File: config.mk
export PLATFORM = sky130hd
export DESIGN_NAME = sram_axi_master_bridge
export DESIGN_NICKNAME = d
export VERILOG_FILES = /design/src/rtl/sram_axi_master_bridge_pkg.sv /design/src/rtl/sram_axi_master_bridge_wr_issue.sv /design/src/rtl/sram_axi_master_bridge.sv
export SDC_FILE = /design/constraint.sdc
export NUM_CORES = 1
export LEC_CHECK = 0
export CAP_MARGIN = 20
export CORE_AREA = 2 2 120 122
export DETAILED_ROUTE_END_ITERATION = 12
export DIE_AREA = 0 0 122 124
export PLACE_DENSITY_LB_ADDON = 0.05
export SYNTH_ARGS = -nofsm -noshare
export SYNTH_HDL_FRONTEND = slang
export SYNTH_SLANG_ARGS = --single-unit
File: constraint.sdc
create_clock -name aclk -period 4.2 [get_ports aclk]
set_clock_uncertainty 0.1 [all_clocks]
set_input_delay 0.42 -clock aclk [delete_from_list [all_inputs] [get_ports aclk]]
set_output_delay 0.42 -clock aclk [all_outputs]
set_load 0.1 [all_outputs]
File: src/rtl/sram_axi_master_bridge_pkg.sv
// Shared types and AXI encodings for the SRAM-to-AXI3 master bridge.
// Holds the FSM state type, the fixed burst/response codes and the error decode.
package sram_axi_master_bridge_pkg;

    typedef enum logic [2:0] {
        ST_IDLE    = 3'd0,
        ST_RD_ADDR = 3'd1,
        ST_RD_DATA = 3'd2,
        ST_WR_REQ  = 3'd3,
        ST_WR_RESP = 3'd4
    } state_t;

    localparam logic [1:0] BURST_INCR = 2'b01;
    localparam logic [1:0] RESP_OKAY  = 2'b00;
    localparam logic [3:0] LEN_SINGLE = 4'd0;

    function automatic logic resp_err(input logic [1:0] resp);
        return resp != RESP_OKAY;
    endfunction

endpackage

File: src/rtl/sram_axi_master_bridge_wr_issue.sv
// Tracks completion of the AW and W handshakes of one write so the two
// channels can finish in any order, including in the same cycle.
module sram_axi_master_bridge_wr_issue (
    input  logic clk,
    input  logic rst,
    input  logic active,
    input  logic aw_hs,
    input  logic w_hs,
    output logic aw_done,
    output logic w_done,
    output logic both_done
);

    assign both_done = active && (aw_done || aw_hs) && (w_done || w_hs);

    always_ff @(posedge clk) begin
        if (rst || both_done) begin
            aw_done <= 1'b0;
            w_done  <= 1'b0;
        end else if (active) begin
            if (aw_hs) aw_done <= 1'b1;
            if (w_hs)  w_done  <= 1'b1;
        end
    end

endmodule

File: src/rtl/sram_axi_master_bridge.sv
// Converts a single-port SRAM-style CPU request into single-beat AXI3
// transactions, one outstanding at a time, with the request payload latched.
module sram_axi_master_bridge
    import sram_axi_master_bridge_pkg::*;
#(
    parameter int ADDR_W = 32,
    parameter int DATA_W = 32,
    parameter int ID_W   = 4,
    parameter int AXI_ID = 0
) (
    input  logic                aclk,
    input  logic                areset,
    input  logic                cpu_req,
    input  logic                cpu_wr,
    input  logic [2:0]          cpu_size,
    input  logic [ADDR_W-1:0]   cpu_addr,
    input  logic [DATA_W-1:0]   cpu_wdata,
    input  logic [DATA_W/8-1:0] cpu_wstrb,
    output logic                cpu_addr_ok,
    output logic                cpu_data_ok,
    output logic [DATA_W-1:0]   cpu_rdata,
    output logic                cpu_err,
    output logic [ADDR_W-1:0]   m_araddr,
    output logic [ID_W-1:0]     m_arid,
    output logic [3:0]          m_arlen,
    output logic [2:0]          m_arsize,
    output logic [1:0]          m_arburst,
    output logic [1:0]          m_arlock,
    output logic [3:0]          m_arcache,
    output logic [2:0]          m_arprot,
    output logic                m_arvalid,
    input  logic                m_arready,
    input  logic [DATA_W-1:0]   m_rdata,
    input  logic [ID_W-1:0]     m_rid,
    input  logic [1:0]          m_rresp,
    input  logic                m_rlast,
    input  logic                m_rvalid,
    output logic                m_rready,
    output logic [ADDR_W-1:0]   m_awaddr,
    output logic [ID_W-1:0]     m_awid,
    output logic [3:0]          m_awlen,
    output logic [2:0]          m_awsize,
    output logic [1:0]          m_awburst,
    output logic [1:0]          m_awlock,
    output logic [3:0]          m_awcache,
    output logic [2:0]          m_awprot,
    output logic                m_awvalid,
    input  logic                m_awready,
    output logic [DATA_W-1:0]   m_wdata,
    output logic [ID_W-1:0]     m_wid,
    output logic [DATA_W/8-1:0] m_wstrb,
    output logic                m_wlast,
    output logic                m_wvalid,
    input  logic                m_wready,
    input  logic [ID_W-1:0]     m_bid,
    input  logic [1:0]          m_bresp,
    input  logic                m_bvalid,
    output logic                m_bready
);

    state_t              state, state_nxt;
    logic [ADDR_W-1:0]   addr_q;
    logic [2:0]          size_q;
    logic [DATA_W-1:0]   wdata_q;
    logic [DATA_W/8-1:0] wstrb_q;
    logic                aw_done, w_done, both_done;

    // Single outstanding single-beat transfer: rid/bid/rlast carry no information.
    logic unused_resp_fields;
    assign unused_resp_fields = ^{m_rid, m_rlast, m_bid};

    always_ff @(posedge aclk) begin
        if (areset) state <= ST_IDLE;
        else        state <= state_nxt;
    end

    always_comb begin
        state_nxt = state;
        case (state)
            ST_IDLE:    if (cpu_req)   state_nxt = cpu_wr ? ST_WR_REQ : ST_RD_ADDR;
            ST_RD_ADDR: if (m_arready) state_nxt = ST_RD_DATA;
            ST_RD_DATA: if (m_rvalid)  state_nxt = ST_IDLE;
            ST_WR_REQ:  if (both_done) state_nxt = ST_WR_RESP;
            ST_WR_RESP: if (m_bvalid)  state_nxt = ST_IDLE;
            default:                   state_nxt = ST_IDLE;
        endcase
    end

    always_comb begin
        cpu_addr_ok = 1'b0;
        m_arvalid   = 1'b0;
        m_rready    = 1'b0;
        m_awvalid   = 1'b0;
        m_wvalid    = 1'b0;
        m_bready    = 1'b0;
        case (state)
            ST_IDLE:    cpu_addr_ok = 1'b1;
            ST_RD_ADDR: m_arvalid   = 1'b1;
            ST_RD_DATA: m_rready    = 1'b1;
            ST_WR_REQ: begin
                m_awvalid = !aw_done;
                m_wvalid  = !w_done;
            end
            ST_WR_RESP: m_bready    = 1'b1;
            default: ;
        endcase
    end

    sram_axi_master_bridge_wr_issue u_wr_issue (
        .clk       (aclk),
        .rst       (areset),
        .active    (state == ST_WR_REQ),
        .aw_hs     (m_awvalid && m_awready),
        .w_hs      (m_wvalid && m_wready),
        .aw_done   (aw_done),
        .w_done    (w_done),
        .both_done (both_done)
    );

    // Payload is captured on acceptance so AXI payloads never follow live CPU inputs.
    always_ff @(posedge aclk) begin
        if (state == ST_IDLE && cpu_req) begin
            addr_q  <= cpu_addr;
            size_q  <= cpu_size;
            wdata_q <= cpu_wdata;
            wstrb_q <= cpu_wstrb;
        end
    end

    always_ff @(posedge aclk) begin
        if (areset) begin
            cpu_data_ok <= 1'b0;
            cpu_err     <= 1'b0;
            cpu_rdata   <= '0;
        end else begin
            cpu_data_ok <= 1'b0;
            if (state == ST_RD_DATA && m_rvalid) begin
                cpu_data_ok <= 1'b1;
                cpu_rdata   <= m_rdata;
                cpu_err     <= resp_err(m_rresp);
            end else if (state == ST_WR_RESP && m_bvalid) begin
                cpu_data_ok <= 1'b1;
                cpu_err     <= resp_err(m_bresp);
            end
        end
    end

    assign m_araddr  = addr_q;
    assign m_arid    = ID_W'(AXI_ID);
    assign m_arlen   = LEN_SINGLE;
    assign m_arsize  = size_q;
    assign m_arburst = BURST_INCR;
    assign m_arlock  = 2'b00;
    assign m_arcache = 4'b0000;
    assign m_arprot  = 3'b000;

    assign m_awaddr  = addr_q;
    assign m_awid    = ID_W'(AXI_ID);
    assign m_awlen   = LEN_SINGLE;
    assign m_awsize  = size_q;
    assign m_awburst = BURST_INCR;
    assign m_awlock  = 2'b00;
    assign m_awcache = 4'b0000;
    assign m_awprot  = 3'b000;

    assign m_wdata   = wdata_q;
    assign m_wid     = ID_W'(AXI_ID);
    assign m_wstrb   = wstrb_q;
    assign m_wlast   = 1'b1;

endmodule

==> flow_metrics.tcl <==
set metrics [dict create \
    crit_fanout 8 \
    tns_ns 0 \
    power.share.sequential_pct 37.4 \
    wl_mm 11.0 \
    post_cts_buffers 0 \
    via_per_inst 4.02 \
    p_clk_share_pct 24.1 \
    first_pass_iters 6 \
    status "finished clean" \
    grt_pass1_wl_mm 15.4 \
    synth.distinct_cells 25 \
    tritoncts "yes" \
    area_growth_pct 62.2 \
    end_kind "output pin" \
    yosys_warnings 0 \
    ios 314 \
    rows 43 \
    wl_per_cell_microns 14.7 \
    synth_cells 342 \
    power_leakage_uw 0.00246 \
    antenna_found_initial 0 \
    startpoint_type "flip-flop" \
    dr_total_vias 3017 \
    cts_max_path_buffers 2 \
    swShare_pct 42.1 \
    drtIter0Drc 73 \
    gp_congestion 0.755 \
    cp.arrival_ns 2.44 \
    period_share_pct 70.5 \
    drc 0 \
    tightest_slew_ns 1.03 \
    worst_slack_ns 1.24 \
    synth_seq_cells 110 \
    setup_viol 0 \
    layout-drive-gt1-share_pct 3.85 \
    power_frac_comb_pct 38.5 \
    p_switching_uw 1440 \
    cp.required_ns 3.68 \
    synth_largest_area_cell "edfxtp_1" \
    nNetsFinal 691 \
    crit_type "flip-flop to output pin" \
    grt_pass1_vias 2797 \
    pre_cts_ws_ns 1.63 \
    worstSkewPairLatency_ns 0.34 \
    worstHoldPathType "flip-flop to flip-flop" \
    portBuffers 261 \
    start_util_pct 30.9 \
    cellPowerDensity_nw_per_um2 497 \
    synth_top_area_share_pct 50.3 \
    cts-root-buf "clkbuf_16" \
    ys_top_cells_by_area "edfxtp_1 (50%), dfxtp_1 (18%), buf_4 (14%)" \
    fp.dieW_microns 122 \
    cts_hold_buf 0 \
    synth_area_per_cell_sq_um 12.4 \
    grt_usage_pct 13.9 \
    fill_cells 1217 \
    fmax_mhz 338 \
    relSlewSlack_pct 31.4 \
    intPower_uw 1980 \
    peakVddDrop_v 0.000210 \
    synth-seq-area-share_pct 68.7 \
    cts_max_level 3 \
    syn_area_sq_um 4240 \
    dp_hpwl_mm 8.27 \
    rsz0062_at_grt "no" \
    grt.overflow.total 0 \
    max_cap_violations 0 \
    period_needed_ns 2.96 \
    die_area_sq_um 15100 \
    cts_resized 0 \
    clkSinkCount 110 \
    ant_nets 0 \
    diodes 0 \
    die_h_microns 124 \
    drv_slew 0 \
    grt_max_degree 73 \
    clk_pin_slew_ns 0.07 \
    hold_viol_final 0 \
    core-area_sq_um 13700 \
    numCtsBuffers 9 \
]
## layout make-up
cell class	count	area, sq um	share of cell area [%]
inverter	2	7.51	0.109
clock buffer	11	233	3.38
tap	180	225	3.27
sequential	110	2910	42.4
timing repair buffer	264	2640	38.3
clock inverter	5	50.0	0.728
multi-input combinational	179	815	11.8
## cells by family (layout without fill, tap and decap cells)
group	count (synthesis)	in the layout	synth area share [%]
other	2	43	0.177
AO/OA/AOI/OAI	39	39	4.96
multiplexers	3	3	0.708
buffers and inverters	94	282	15.9
flip-flops	110	110	68.7
AND/OR/NAND/NOR	94	94	9.56
## Yosys cell counts, drive strengths merged
cell type  instances
a211oi             1
a21oi             36
a2bb2oi            1
and2               2
buf               88
clkbuf             4
conb               2
dfxtp             39
edfxtp            71
inv                2
mux2i              3
nand2             64
nand2b             3
nand3              1
nand3b             1
nor2              12
nor3               8
nor4               1
o41ai              1
or2                2
## worst paths after layout
check / start / to / slack [ns] / depth (start not counted)
hold reg to reg: cpu_rdata[20]$_SDFFE_PP0P_ / cpu_rdata[20]$_SDFFE_PP0P_ / 0.35 / 2
setup / recovery: state[1]$_SDFFE_PP0P_ / m_wvalid / 1.24 / 3
hold / removal: cpu_rdata[20]$_SDFFE_PP0P_ / cpu_rdata[20]$_SDFFE_PP0P_ / 0.35 / 2
setup reg to reg: state[1]$_SDFFE_PP0P_ / m_arsize[1]$_DFFE_PP_ / 2.21 / 2
## worst max-delay path, cell delays in order (launching register included)
cell,delay [ns]
dfxtp_1,0.55
nand3b_1,0.25
nor2_1,0.15
clkdlybuf4s50_1,1.15
## metal layers
metal,vias up,routed length [microns],GRT usage [%]
met2,162,5570,24.0
met3,13,1170,5.72
met5,-,0,0
met1,1363,4060,14.7
met4,0,216,6.61
li1,1479,-,-
## flip-flops by register name (all words and copies together) (netlist names)
register / flops
cpu_rdata: 32
m_araddr: 32
m_wdata: 32
m_wstrb: 4
m_arsize: 3
state: 3
cpu_data_ok: 1
cpu_err: 1
u_wr_issue.aw_done: 1
u_wr_issue.w_done: 1
## power by group through the flow
stage | Clock, uW | Combinational [uW] | Sequential, uW
4_1_cts | 856 | 1320 | 1280
5_1_grt | 900 | 1350 | 1290
2_1_floorplan | 0 | 562 | 1810
6_report | 823 | 1320 | 1280
3_3_place_gp | 0 | 1320 | 1300
3_5_place_dp | 0 | 1320 | 1300
## stage by stage
step / area, sq um / hold WS, ns / total power [uW] / utilization, % / std cells
after global routing: 6880 / 0.375 / 3540 / 50.1 / 751
after global placement: 6600 / 0.341 / 2620 / 48.1 / 735
after floorplan: 4400 / 0.396 / 2380 / - / 383
after detailed placement: 6600 / 0.348 / 2620 / 48.1 / 735
final: 6880 / 0.352 / 3420 / 50.1 / 751
after CTS: 6880 / 0.357 / 3460 / 50.1 / 751
## cells in the final DEF, fill, tap and decap left out, types with 2 or more instances in the layout
cell type	n
nor2_1	11
a21oi_1	36
inv_1	2
buf_4	3
conb_1	43
clkdlybuf4s50_1	261
mux2i_1	3
nor3_1	7
clkbuf_1	2
nand2_1	64
dfxtp_1	39
edfxtp_1	71
clkbuf_16	9
clkinv_1	2
nand2b_4	2
No activity file was read; power rests on OpenSTA's default activity.
